File: src/rtl/sram_array_1r1w_ext.sv
// One-read/one-write SRAM array model with segment write masks, read-data hold,
// optional write-to-read bypass, optional output register and post-reset clear.
module sram_array_1r1w_ext #(
  parameter int unsigned DEPTH      = 32,
  parameter int unsigned ADDR_W     = 5,
  parameter int unsigned DATA_W     = 20,
  parameter int unsigned MASK_W     = 2,
  parameter int unsigned PIPE_OUT   = 0,
  parameter int unsigned BYPASS     = 0,
  parameter int unsigned RESET_INIT = 1
) (
  input  logic              clock,
  input  logic              reset,
  input  logic              r_valid,
  output logic              r_ready,
  input  logic [ADDR_W-1:0] r_addr,
  output logic              r_resp_valid,
  output logic [DATA_W-1:0] r_resp_data,
  input  logic              w_valid,
  output logic              w_ready,
  input  logic [ADDR_W-1:0] w_addr,
  input  logic [MASK_W-1:0] w_mask,
  input  logic [DATA_W-1:0] w_data,
  output logic              init_done
);

  localparam int unsigned SEG_W = DATA_W / MASK_W;
  localparam int unsigned IDX_W = (DEPTH > 1) ? $clog2(DEPTH) : 1;
  localparam logic [ADDR_W:0]  DEPTH_A  = (ADDR_W+1)'(DEPTH);
  localparam logic [IDX_W-1:0] LAST_IDX = IDX_W'(DEPTH - 1);

  typedef enum logic {ST_INIT, ST_READY} state_e;

  state_e            state_q;
  logic [IDX_W-1:0]  cnt_q;
  logic [DATA_W-1:0] mem_q [DEPTH];

  logic              rdy;
  logic              r_fire;
  logic              w_fire;
  logic              r_in;
  logic              w_in;
  logic [IDX_W-1:0]  r_idx;
  logic [IDX_W-1:0]  w_idx;
  logic [DATA_W-1:0] w_word;
  logic [DATA_W-1:0] rd_word;

  logic              resp_v1_q;
  logic [DATA_W-1:0] resp_d1_q;

  function automatic logic [DATA_W-1:0] merge_word(input logic [DATA_W-1:0] old_w,
                                                   input logic [DATA_W-1:0] new_w,
                                                   input logic [MASK_W-1:0] mask);
    logic [DATA_W-1:0] res;
    res = old_w;
    for (int s = 0; s < int'(MASK_W); s++) begin
      if (mask[s]) res[s*SEG_W +: SEG_W] = new_w[s*SEG_W +: SEG_W];
    end
    return res;
  endfunction

  assign rdy       = (state_q == ST_READY);
  assign r_ready   = rdy;
  assign w_ready   = rdy;
  assign init_done = rdy;

  // Nothing fires on a reset edge so the restarted clear sees untouched memory.
  assign r_fire = r_valid & rdy & ~reset;
  assign w_fire = w_valid & rdy & ~reset;
  assign r_in   = ({1'b0, r_addr} < DEPTH_A);
  assign w_in   = ({1'b0, w_addr} < DEPTH_A);
  assign r_idx  = r_addr[IDX_W-1:0];
  assign w_idx  = w_addr[IDX_W-1:0];
  assign w_word = merge_word(mem_q[w_idx], w_data, w_mask);

  // Read word: zero when out of range, post-write word on a bypassed collision.
  always_comb begin
    rd_word = '0;
    if (r_in) begin
      rd_word = mem_q[r_idx];
      if ((BYPASS != 0) && w_fire && w_in && (w_addr == r_addr)) rd_word = w_word;
    end
  end

  always_ff @(posedge clock) begin
    if (reset) begin
      state_q <= ST_INIT;
      cnt_q   <= '0;
    end else begin
      case (state_q)
        ST_INIT: begin
          if (RESET_INIT == 0) begin
            state_q <= ST_READY;
          end else begin
            cnt_q <= cnt_q + IDX_W'(1);
            if (cnt_q == LAST_IDX) state_q <= ST_READY;
          end
        end
        default: state_q <= ST_READY;
      endcase
    end
  end

  always_ff @(posedge clock) begin
    if (!reset && (state_q == ST_INIT) && (RESET_INIT != 0)) begin
      mem_q[cnt_q] <= '0;
    end else if (w_fire && w_in) begin
      mem_q[w_idx] <= w_word;
    end
  end

  always_ff @(posedge clock) begin
    if (reset) begin
      resp_v1_q <= 1'b0;
      resp_d1_q <= '0;
    end else begin
      resp_v1_q <= r_fire;
      if (r_fire) resp_d1_q <= rd_word;
    end
  end

  if (PIPE_OUT != 0) begin : g_pipe
    logic              resp_v2_q;
    logic [DATA_W-1:0] resp_d2_q;

    always_ff @(posedge clock) begin
      if (reset) begin
        resp_v2_q <= 1'b0;
        resp_d2_q <= '0;
      end else begin
        resp_v2_q <= resp_v1_q;
        if (resp_v1_q) resp_d2_q <= resp_d1_q;
      end
    end

    assign r_resp_valid = resp_v2_q;
    assign r_resp_data  = resp_d2_q;
  end else begin : g_nopipe
    assign r_resp_valid = resp_v1_q;
    assign r_resp_data  = resp_d1_q;
  end

endmodule

File: config.mk
export PLATFORM = sky130hd
export DESIGN_NAME = sram_array_1r1w_ext
export DESIGN_NICKNAME = d
export VERILOG_FILES = /design/src/rtl/sram_array_1r1w_ext.sv
export SDC_FILE = /design/constraint.sdc
export NUM_CORES = 1
export LEC_CHECK = 0
export CAP_MARGIN = 20
export CORE_ASPECT_RATIO = 0.5
export CORE_MARGIN = 10
export CORE_UTILIZATION = 62
export CTS_CLUSTER_DIAMETER = 150
export DETAILED_ROUTE_END_ITERATION = 10
export MAX_ROUTING_LAYER = met4
export PLACE_DENSITY = 0.91
export SYNTH_ARGS = -nofsm -noshare
export SYNTH_HDL_FRONTEND = slang
export SYNTH_SLANG_ARGS = --single-unit
File: constraint.sdc
create_clock -name clock -period 2.85 [get_ports clock]
set_input_delay 0.57 -clock clock [delete_from_list [all_inputs] [get_ports clock]]
set_output_delay 0.57 -clock clock [all_outputs]
set_load 0.02 [all_outputs]
==> metrics <==
dominant synthesized flop cell=edfxtp_1; Startpoint Class=primary input; final worst path period share=93.4%; Final Hold Viols=0; nets@finish=1628; FF-to-FF setup slack=0.29 ns; relative slew slack=21.4%; clock skew=0.0400 ns; Vias/cell=6.91; CTS buffer count=54; minimum clock period after layout=2.66 ns; Post-CTS Resized=0; Peak VDD IR=579 uV; clock latency at the later pin of the worst-skew pair=0.62 ns; status=finished, final reports clean; hold depth=1; hold_buf cts=0; Pins Over Slew Limit=0; Cell Count, Final, Fillers Out=2213; Initial DRC Count=2753; MaxCap Viol Count=0; port bufs=59; Routed Antenna Nets=0; Worst-path clk slew=0.07 ns; Post-Place Cells=2109; setup repair after global routing missed its margin=no; WL/cell=31.5 um; most numerous cell in the Yosys netlist=edfxtp_1; list of most frequent post-synthesis cells=edfxtp_1, mux2i_1, mux4_2; area leader, netlist=edfxtp_1; Clock Path Buffers=3; Setup Fix Bufs, Post-CTS=0; Reg2Reg Depth=8; Compound-Gate Fraction of Synth Area=4.11%; Min-Delay Path Class=reg2reg; post-synth cell types=40; hpwl dp=41800 um; die area=51400 um^2; Peak Freq=376 MHz; Pre-antenna DRT Iters=8; first-pass GRT wire length=103000 um; num rows=53; Worst EP required=3.21 ns; Die Width=311 um; Pwr Density=632 nW/um^2; DRC=0; initial antenna violation count=1; vias in the first global route=15100; setup violators final=0; gp weighted congestion=0.998; XOR/XNOR Fraction of Synth Area=0.100%; core area=41900 um^2; CTS tree=built; instance area at placement=28600 um^2; worst-margin pin slew=1.17 ns; H-tree depth=2; Hold EP=r_resp_data[18]$_SDFFE_PP0P_; # clock sinks=667; synthesized area=26200 um^2; chip height=165 um; Syn Area/Cell=18.7 um^2; Vias=15300; drt total wl=69800 um; fin area=30400 um^2; leakage dissipation=9.50 nW; fill count=2142; Yosys warnings=0; Post-synth EDFFs=640; sequential share of the synthesized area=75.3%; CP Class=in2reg; Post-Syn Nets=1442; Critical Path AT=3.03 ns; largest net degree at the start of global routing=41; GRT Util Overall=27.7%; layout cell share with drive strength beyond 1=21.3%; Setup crit end kind=flip-flop; ranking of synthesized cells by area=edfxtp_1, mux2i_1, mux4_2; Yosys top cell area share=73.3%; clock root cell=clkbuf_16; RR Endpoint=mem_q[11][9]$_DFFE_PP_; Simple-Gate Fraction of Synth Area=3.83%; crit-path max FO=10; Layout area overhead=15.9%; adder and majority gate portion of the synthesized area=0.0954%; origin of the critical flop-to-flop path=init_done$_SDFF_PP0_; ys async rst share=0%; Synth Instances=1404; I/O pin count=60; Worst Hold Launch=r_resp_data[18]$_SDFFE_PP0P_; post-synthesis mux area share=14.6%; largest family of logic cells by synthesized area=multiplexers; Synth Register Bits=667; Initial Utilization=62.6%; GRT Residual Overflow=0
==> cell type report <==
| type | count | area, um^2 | area share (%) |
|---|---|---|---|
| Antenna cell | 1 | 2.50 | 0.00823 |
| Clock buffer | 67 | 1420 | 4.67 |
| Clock inverter | 34 | 374 | 1.23 |
| Inverter | 3 | 11.3 | 0.0370 |
| Multi-Input combinational cell | 653 | 5990 | 19.7 |
| Sequential cell | 667 | 19800 | 65.0 |
| Tap cell | 577 | 722 | 2.38 |
| Timing Repair Buffer | 211 | 2120 | 6.98 |
==> layout by cell type (no fill, tap or decap), drive strengths merged, types with 3 or more instances in the layout <==
cell / synthesis / routed
a211oi: 5 / 5
a21oi: 33 / 33
a221oi: 20 / 20
a22o: 20 / 20
a22oi: 55 / 55
a31oi: 6 / 6
and2: 21 / 21
buf: 45 / 155
bufinv: 0 / 6
clkbuf: 36 / 67
clkdlybuf4s50: 0 / 56
clkinv: 0 / 18
clkinvlp: 0 / 7
dfxtp: 27 / 27
edfxtp: 640 / 640
inv: 3 / 6
mux2: 21 / 21
mux2i: 180 / 180
mux4: 80 / 80
nand2: 65 / 65
nand2b: 5 / 5
nand3: 30 / 30
nor2: 78 / 78
nor2b: 10 / 10
nor4b: 3 / 3
o41ai: 5 / 5
==> metal layers <==
metal	GRT usage, %	routed length (um)	vias up
met5	-	0	-
met1	34.4	23800	7489
met3	6.29	9270	319
li1	-	-	6008
met2	45.2	33400	1476
met4	9.62	3290	0
==> sequential cells by signal (all words and copies together), names as in the netlist <==
signal,cells
init_done,1
mem_q,640
cnt_q,5
r_resp_valid,1
r_resp_data,20
==> worst max-delay path by stage <==
stage          startpoint                 endpoint  slack [ns]  cells after the start
2_1_floorplan   w_mask[0]   mem_q[22][0]$_DFFE_PP_        0.34                      6
3_3_place_gp    w_mask[0]  mem_q[18][12]$_DFFE_PP_       -0.29                      9
3_5_place_dp    w_mask[0]   mem_q[17][5]$_DFFE_PP_       -0.29                      9
4_1_cts           w_valid   mem_q[9][14]$_DFFE_PP_        0.29                      9
5_1_grt         w_mask[1]  mem_q[24][13]$_DFFE_PP_        0.12                      7
6_report          w_valid   mem_q[11][9]$_DFFE_PP_        0.19                      9
==> cell families (layout without fill, tap and decap cells) <==
logic type,count (synthesis),after routing
xor+xnor,3,3
flops,667,667
other cells,0,1
buf+inv,84,315
mux,281,281
fa+ha+maj,2,2
simple gates,221,221
compound gates,146,146
==> critical path: stages <==
cell and delay [ns]:
clkdlybuf4s50_1 0.51, nand2_1 0.09, nor3_2 0.15, buf_4 0.21, buf_4 0.17, nor4b_1 0.05, a31oi_1 0.86, nor2_1 0.15
buf_4 0.25
==> power breakdown <==
part	leakage, nW	internal, mW	switching [mW]
clock network	0.861	4.13	3.57
registers	5.24	10.6	0.0298
logic	3.40	0.344	0.506
total	9.50	15.1	4.11
==> per-stage QoR <==
step	power [mW]	utilization [%]	TNS [ns]	setup slack (ns)	hold slack [ns]
4_1_cts	19.2	72.5	0	0.289	0.487
3_3_place_gp	11.6	68.2	-44.95	-0.291	0.504
6_report	19.2	72.5	0	0.188	0.520
5_1_grt	19.6	72.5	0	0.119	0.512
2_1_floorplan	11.4	-	0	0.337	0.530
3_5_place_dp	11.7	68.2	-58.83	-0.293	0.468
No activity file was read; power rests on OpenSTA's default activity.
